$ cat src/rtl/spi_slave_core.sv
// SPI slave for all four CPOL/CPHA modes with run-time mode select, parameterised word
// width and bit order; SPI pins are oversampled and edge-detected in the clk domain.
module spi_slave_core #(
    parameter int DATA_W      = 8,
    parameter int LSB_FIRST   = 0,
    parameter int SYNC_STAGES = 2
) (
    input  logic              clk,
    input  logic              rst_n,
    input  logic              cpol,
    input  logic              cpha,
    input  logic              sck_i,
    input  logic              csn_i,
    input  logic              mosi_i,
    output logic              miso_o,
    output logic              miso_oe,
    input  logic [DATA_W-1:0] tx_data,
    input  logic              tx_valid,
    output logic              tx_ready,
    output logic [DATA_W-1:0] rx_data,
    output logic              rx_valid,
    output logic              tx_underrun,
    output logic              frame_abort,
    output logic              busy
);
    localparam int               CNT_W    = (DATA_W > 1) ? $clog2(DATA_W) : 1;
    localparam logic [CNT_W-1:0] LAST_BIT = CNT_W'(DATA_W - 1);

    typedef enum logic {IDLE = 1'b0, ACTIVE = 1'b1} state_e;

    function automatic logic [DATA_W-1:0] rx_shift_in(input logic [DATA_W-1:0] r,
                                                      input logic b);
        logic [DATA_W:0] t;
        if (LSB_FIRST != 0) begin
            t = {b, r};
            return t[DATA_W:1];
        end else begin
            t = {r, b};
            return t[DATA_W-1:0];
        end
    endfunction

    function automatic logic [DATA_W-1:0] tx_advance(input logic [DATA_W-1:0] s);
        logic [DATA_W:0] t;
        if (LSB_FIRST != 0) begin
            t = {1'b0, s};
            return t[DATA_W:1];
        end else begin
            t = {s, 1'b0};
            return t[DATA_W-1:0];
        end
    endfunction

    logic [SYNC_STAGES-1:0] sck_sync_q, csn_sync_q, mosi_sync_q;
    logic                   sck_prev_q;
    logic                   sck_s, csn_s, mosi_s;

    state_e            state_q, state_d;
    logic              armed_q, cpol_q, cpha_q;
    logic [CNT_W-1:0]  bit_cnt_q;
    logic              hold_full_q;
    logic [DATA_W-1:0] hold_q, tx_shift_q, rx_shift_q, rx_data_q;
    logic              rx_valid_q, underrun_q, abort_q;

    logic              start, stop;
    logic              sck_rise, sck_fall, lead_edge, trail_edge;
    logic              sample_evt, shift_evt, load_evt, advance_evt;
    logic              tx_xfer, load_ok;
    logic [DATA_W-1:0] load_word, rx_next;

    // csn chain resets low so a mid-frame reset cannot re-arm until csn is truly seen high
    always_ff @(posedge clk) begin
        if (!rst_n) begin
            sck_sync_q  <= '0;
            csn_sync_q  <= '0;
            mosi_sync_q <= '0;
            sck_prev_q  <= 1'b0;
        end else begin
            sck_sync_q  <= {sck_sync_q[SYNC_STAGES-2:0], sck_i};
            csn_sync_q  <= {csn_sync_q[SYNC_STAGES-2:0], csn_i};
            mosi_sync_q <= {mosi_sync_q[SYNC_STAGES-2:0], mosi_i};
            sck_prev_q  <= sck_s;
        end
    end

    assign sck_s  = sck_sync_q[SYNC_STAGES-1];
    assign csn_s  = csn_sync_q[SYNC_STAGES-1];
    assign mosi_s = mosi_sync_q[SYNC_STAGES-1];

    always_ff @(posedge clk) begin
        if (!rst_n) state_q <= IDLE;
        else        state_q <= state_d;
    end

    always_comb begin
        state_d = state_q;
        start   = 1'b0;
        stop    = 1'b0;
        case (state_q)
            IDLE: begin
                if (armed_q && !csn_s) begin
                    state_d = ACTIVE;
                    start   = 1'b1;
                end
            end
            ACTIVE: begin
                if (csn_s) begin
                    state_d = IDLE;
                    stop    = 1'b1;
                end
            end
            default: state_d = IDLE;
        endcase
    end

    assign sck_rise   = sck_s & ~sck_prev_q;
    assign sck_fall   = ~sck_s & sck_prev_q;
    assign lead_edge  = cpol_q ? sck_fall : sck_rise;
    assign trail_edge = cpol_q ? sck_rise : sck_fall;

    assign sample_evt  = (state_q == ACTIVE) && !stop && (cpha_q ? trail_edge : lead_edge);
    assign shift_evt   = (state_q == ACTIVE) && !stop && (cpha_q ? lead_edge : trail_edge);
    // A shift edge with no bits yet counted starts a new word rather than advancing one
    assign load_evt    = (start && !cpha) || (shift_evt && (bit_cnt_q == '0));
    assign advance_evt = shift_evt && (bit_cnt_q != '0);

    assign tx_xfer   = tx_valid && !hold_full_q;
    assign load_ok   = hold_full_q || tx_valid;
    assign load_word = hold_full_q ? hold_q : tx_data;
    assign rx_next   = rx_shift_in(rx_shift_q, mosi_s);

    always_ff @(posedge clk) begin
        if (!rst_n) begin
            armed_q     <= 1'b0;
            cpol_q      <= 1'b0;
            cpha_q      <= 1'b0;
            bit_cnt_q   <= '0;
            hold_full_q <= 1'b0;
            hold_q      <= '0;
            tx_shift_q  <= '0;
            rx_shift_q  <= '0;
            rx_data_q   <= '0;
            rx_valid_q  <= 1'b0;
            underrun_q  <= 1'b0;
            abort_q     <= 1'b0;
        end else begin
            rx_valid_q <= 1'b0;
            underrun_q <= 1'b0;
            abort_q    <= 1'b0;
            if (csn_s) armed_q <= 1'b1;
            if (start) begin
                cpol_q    <= cpol;
                cpha_q    <= cpha;
                bit_cnt_q <= '0;
            end
            if (stop) begin
                bit_cnt_q <= '0;
                abort_q   <= (bit_cnt_q != '0);
            end
            if (sample_evt) begin
                rx_shift_q <= rx_next;
                if (bit_cnt_q == LAST_BIT) begin
                    bit_cnt_q  <= '0;
                    rx_data_q  <= rx_next;
                    rx_valid_q <= 1'b1;
                end else begin
                    bit_cnt_q <= bit_cnt_q + CNT_W'(1);
                end
            end
            // A handshake in the same cycle as a load feeds that load directly
            if (load_evt) begin
                hold_full_q <= 1'b0;
                underrun_q  <= !load_ok;
                tx_shift_q  <= load_ok ? load_word : '0;
            end else begin
                if (advance_evt) tx_shift_q <= tx_advance(tx_shift_q);
                if (tx_xfer) begin
                    hold_q      <= tx_data;
                    hold_full_q <= 1'b1;
                end
            end
        end
    end

    assign miso_o      = (state_q == ACTIVE) ?
                         ((LSB_FIRST != 0) ? tx_shift_q[0] : tx_shift_q[DATA_W-1]) : 1'b0;
    assign miso_oe     = (state_q == ACTIVE);
    assign busy        = (state_q == ACTIVE);
    assign tx_ready    = !hold_full_q;
    assign rx_data     = rx_data_q;
    assign rx_valid    = rx_valid_q;
    assign tx_underrun = underrun_q;
    assign frame_abort = abort_q;

endmodule

$ cat config.mk
export PLATFORM = sky130hd
export DESIGN_NAME = spi_slave_core
export DESIGN_NICKNAME = d
export VERILOG_FILES = /design/src/rtl/spi_slave_core.sv
export SDC_FILE = /design/constraint.sdc
export NUM_CORES = 1
export LEC_CHECK = 0
export CAP_MARGIN = 5
export CORE_ASPECT_RATIO = 1.75
export CORE_UTILIZATION = 40
export DETAILED_ROUTE_END_ITERATION = 8
export PLACE_DENSITY_LB_ADDON = 0.15
export SLEW_MARGIN = 20
export SYNTH_ARGS = -nofsm -noshare
export SYNTH_HDL_FRONTEND = slang
export SYNTH_SLANG_ARGS = --single-unit
$ cat constraint.sdc
create_clock -name clk -period 1.5 [get_ports clk]
set_input_delay 0.3 -clock clk [delete_from_list [all_inputs] [get_ports clk]]
set_output_delay 0.3 -clock clk [all_outputs]
set_load 0.01 [all_outputs]
After elaboration in Yosys (flattened, before gate mapping)
Index checks and enable logic that the tools add are counted.
{ "word_totals": {"reg_bits": 49, "inputBits": 16, "out_inout_bits": 15, "elab_cells": 71} }
{ "op_classes": {"n_addsub": 1, "n_eq_ne": 1, "mux": 20, "bitwise_logic": 7, "reduce_logical": 25} }
{ "ops": {"columns": ["op", "count"], "rows": [
  ["two-way mux 8 bit", 4],
  ["two-way mux 3 bit", 4],
  ["two-way mux 1 bit", 11],
  ["AND reduction 2 bit", 5],
  ["logical AND 1 bit", 8],
  ["nonzero test 3 bit", 2],
  ["zero test 1 bit", 5],
  ["NOT 1 bit", 5],
  ["adder 3 x 1 -> 3 bit (second input constant)", 1],
  ["equality test 3 bit (second input constant)", 1],
  ["zero test 3 bit", 1],
  ["AND 1 bit", 2],
  ["logical OR 1 bit", 2],
  ["one-hot mux 1 bit (2 select lines)", 1],
  ["nonzero test 2 bit", 1],
  ["OR reduction 2 bit", 1]
]} }

Logic depth before layout (Yosys ltp)
{ "depth": {"depth_word": 9, "depth_mapped": 8, "ltp_nobuf": 6} }

Worst setup path after synthesis
Ideal clock, no wire load.
{ "synth_timing": {"path_kind": "register to register", "startpoint": "reg cpha_q", "endpoint": "reg rx_shift_q[0]", "setup_time_ps": 116, "arrival_time_ps": 1440, "required_ps": 1384, "slack_ps": -56, "stages_incl_launch_ff": 6, "n_path_buf": 1, "synth_period_minus_slack_ps": 1556, "cell_sequence": "dfxtp_1 -> xor2_2 -> mux2i_2 -> buf_6 -> mux2i_1 -> nor2b_1"} }
{ "synth_via": {"elab_chain_cells": 2} }
{ "synth_rtl": {"columns": ["item", "line", "text"], "rows": [
  ["start, declared", "59", "logic armed_q, cpol_q, cpha_q;"],
  ["start signal, assigned", "153", "cpha_q <= cpha;"],
  ["two-way mux 1 bit", "121", "assign sample_evt = (state_q == ACTIVE) && !stop && (cpha_q ? trail_edge : lead_edge);"],
  ["logical AND 1 bit", "121", null],
  ["end signal, assigned", "161", "rx_shift_q <= rx_next;"],
  ["end, declared", "62", "logic [DATA_W-1:0] hold_q, tx_shift_q, rx_shift_q, rx_data_q;"]
]} }
Every way passes these cells.
A chain may end at the register's enable or synchronous reset.

Worst setup path in the final report
{ "layout_timing": {"startpoint": "reg csn_sync_q[1]", "endpoint": "reg hold_q[7]"} }
{ "layout_via": {"elab_chain_cells": 9, "word_cells_on_any_way": 14, "cone_classes": "4 x mux; 1 x bitwise; 9 x reduce/logical"} }
{ "layout_rtl": {"columns": ["item", "line", "text"], "rows": [
  ["start, declared", "54", "logic [SYNC_STAGES-1:0] sck_sync_q, csn_sync_q, mosi_sync_q;"],
  ["start signal, assigned", "80", "csn_sync_q <= {csn_sync_q[SYNC_STAGES-2:0], csn_i};"],
  ["two-way mux 1 bit", "107", "if (csn_s) begin"],
  ["two-way mux 1 bit", "99", "case (state_q)"],
  ["zero test 1 bit", "122", "assign shift_evt = (state_q == ACTIVE) && !stop && (cpha_q ? lead_edge : trail_edge);"],
  ["logical AND 1 bit (2 in a row)", "122", null],
  ["logical AND 1 bit", "124", "assign load_evt = (start && !cpha) || (shift_evt && (bit_cnt_q == '0));"],
  ["logical OR 1 bit *", "124", null],
  ["NOT 1 bit (no source line) *", null, null],
  ["AND reduction 2 bit (no source line) *", null, null],
  ["end signal, assigned", "178", "hold_q <= tx_data;"],
  ["end, declared", "62", null]
]} }
Mark *: on every way between the ends. The rest lies on a longest branch, timed or not.

==> out/results.ini <==
[final_layout]
area_delta_synth_final_pct=28.5
utilization_pct=53.0
drive_above_1_share_pct=21.5
fillerInstances=581
nets=321
n_antenna_cell=0
multiInputGateArea_mm2=0.00132
seq_area_um2=996

[routing]
wl_met3_um=134
routed.top_layer=met4
drt-initial-drc-count=149
remaining_drc_errors=0
post_drt_wl_per_cell_um=14.2
routed_wl_um=5420
vias=2026
m1WireLength_um=2250
antenna_left=0
wl_met2_um=2920
via_per_inst=5.32
dr.pass1.iters=4

[worst_setup_path]
worstPathMaxFanout=8
rr_endpoint=hold_q[7]$_SDFFE_PN0P_
endpoint_kind=flip-flop
r2r_slack_ns=0.003
crit_path_start_kind=flip-flop
r2r_cells=5
worst-endpoint-arrival_ns=1.72
crit-reg2reg-launch=csn_sync_q[1]$_SDFF_PN0_
required_ns=1.72
worstSetupPathType=reg2reg

[sta]
rsz0062_at_grt=yes
skew_ns=0.0121
slew_headroom_pct=64.4
hold_viol=0
maxSlewViolCount=0
worst_pin_slew_ns=0.534
finalSetupViolations=0
timing.fmax_mhz=668
finalCritPeriodShare_pct=99.8
hold_slack_ns=0.441
post-route-min-period_ns=1.50

[grt]
grt_use_total_pct=17.4
grt_max_degree=40
grt-ovfl-total=0
grt_pass1_vias=1857
grt_pass1_wl_um=8480
grt_antenna_before_repair=0

[logic_synthesis]
synthAdderAreaFrac_pct=1.55
synth.distinct_cells=44
synth_area_per_cell_um2=9.37
synthXorXnorAreaFrac_pct=0.670
synth_top_area_cell=dfxtp_1
synth_nets=278
syn_inst=259
yosys-top-cells-area=dfxtp_1 (40%), nand2_1 (6.8%), mux2i_1 (6.6%)
synth_compound_area_share_pct=13.7
yosysMostFrequentCell=dfxtp_1
yosys_warnings=0
synth_seq_area_share_pct=40.4
synth_top_area_share_pct=40.4
synth_edf_count=0
synth_mux_area_share_pct=8.35
synth-seq-cells=49
synth_top_family_by_area=simple AND/OR/NAND/NOR gates
synth-simple-area-share_pct=25.8
synth_ff_type=dfxtp_1
async_reset_ff_share_pct=0
netlist_area_mm2=0.00243
synth_common_cells=dfxtp_1 (49), nand2_1 (44), mux2i_1 (16), nand4_1 (16)

[worst_hold_path]
holdPathStages=1
holdPathEnd=mosi_sync_q[1]$_SDFF_PN0_
hp-class=reg2reg
holdCritStartpoint=mosi_sync_q[0]$_SDFF_PN0_

[floorplan]
io_pins=31
chipHeight_um=105
initial_core_util_pct=41.3
fp.coreArea_mm2=0.00588
rows=37
dieArea_mm2=0.00640
die_x_um=60.9

[clock_tree]
clock_sinks=49
htreeDepth=2
hold_buffers=0
insertion_delay_ns=0.31
clk_path_buf_depth=2
cts_made_buffers=5
clock-root-buffer=clkbuf_8
path_clk_slew_ns=0.09
cts_tree=done

[flow_run]
max-cap-violations=0

[power_and_ir_drop]
ir_worst_vdd_mv=0.552
fin_total_pwr_mw=2.47
leakage_nw=1.28
power.density_cell_area_mw_per_mm2=793

[placed_design]
gp_congestion=0.788
dp_hpwl_um=3580
port-buffer-count=30

[run_status]
status=complete, no violations

area by class of cell:
| cell class | count | area share, % |
|---|---|---|
| multi-input cells | 182 | 42.2 |
| flip-flops and latches | 49 | 31.9 |
| repair buffers | 58 | 19.0 |
| well taps | 78 | 3.13 |
| clock buffers | 5 | 2.21 |
| clock inverters | 3 | 0.803 |
| inverters | 6 | 0.722 |
kinds of logic after synthesis:
kind of cell / Yosys count
and+or+nand+nor: 110
DFF: 49
AOI/OAI and AO/OA: 47
buffers and inverters: 30
muxes: 19
adders and majority gates: 3
xor gates and xnor gates: 1
registers in the layout, summed over array words and instances, names as in the netlist, 2 cells and up:
name         count
rx_shift_q       7
rx_data          8
sck_sync_q       2
csn_sync_q       2
tx_shift_q       8
bit_cnt_q        3
mosi_sync_q      2
hold_q           8
report_power, final:
part	total [mW]	switching, mW	internal (mW)
registers	1.35	0.0240	1.33
clock network	0.814	0.474	0.340
logic	0.302	0.156	0.146
stage by stage:
step | worst slack (ns) | TNS (ns) | instance area, um2 | instances
floorplan | -0.0193 | -0.155 | 2450 | 259
global placement | -0.407 | -6.50 | 2920 | 369
detailed placement | -0.458 | -7.16 | 2920 | 369
CTS | -0.0319 | -0.129 | 3050 | 378
global route | -0.0593 | -0.425 | 3120 | 381
finish | 0.00273 | 0 | 3120 | 381
worst max-delay path by stage:
stage | cells past startpoint | slack [ns] | start | endpoint
2_1_floorplan | 7 | -0.02 | csn_sync_q[1]$_SDFF_PN0_ | hold_q[0]$_SDFFE_PN0P_
3_3_place_gp | 5 | -0.41 | cpha | hold_q[0]$_SDFFE_PN0P_
3_5_place_dp | 5 | -0.46 | cpha | hold_q[3]$_SDFFE_PN0P_
4_1_cts | 5 | -0.03 | csn_sync_q[1]$_SDFF_PN0_ | hold_q[1]$_SDFFE_PN0P_
5_1_grt | 5 | -0.06 | csn_sync_q[1]$_SDFF_PN0_ | hold_q[7]$_SDFFE_PN0P_
6_report | 5 | 0.003 | csn_sync_q[1]$_SDFF_PN0_ | hold_q[7]$_SDFFE_PN0P_
repair_timing:
item	CTS	global route
endpoints found under the setup margin	24	21
gates cloned	1	3
pin swaps	6	11
buffers inserted	0	1
gates resized for setup	20	20
per-layer routing:
metal	track usage, %	vias up
met5	0	-
li1	-	1025
met2	31.4	40
met4	6.17	0
met3	2.72	8
met1	19.4	953
layout by cell type (no fill, tap or decap), types with 3 or more instances in the layout:
master,instances
clkbuf_8,5
dlygate4sd2_1,10
o311ai_1,6
dfxtp_2,3
buf_6,4
nand3_1,3
a31oi_1,7
mux2i_1,16
o21ai_1,8
dlymetal6s2s_1,4
o21a_1,3
nand2_1,44
and2_1,9
clkdlybuf4s50_1,15
buf_12,6
nor4_1,7
buf_4,17
dfxtp_4,3
dfxtp_1,43
nand4_1,16
o221ai_1,6
nor2b_1,8
inv_1,4
o211ai_1,7
nor2_1,6
critical path, stage by stage, from the launching register on:
cell and delay (ns):
dfxtp_2 0.34, buf_6 0.12, or4b_4 0.56, nand3_4 0.18
a31oi_2 0.12, o311ai_2 0.11
Note: power is estimated with default switching activity, not from simulation.
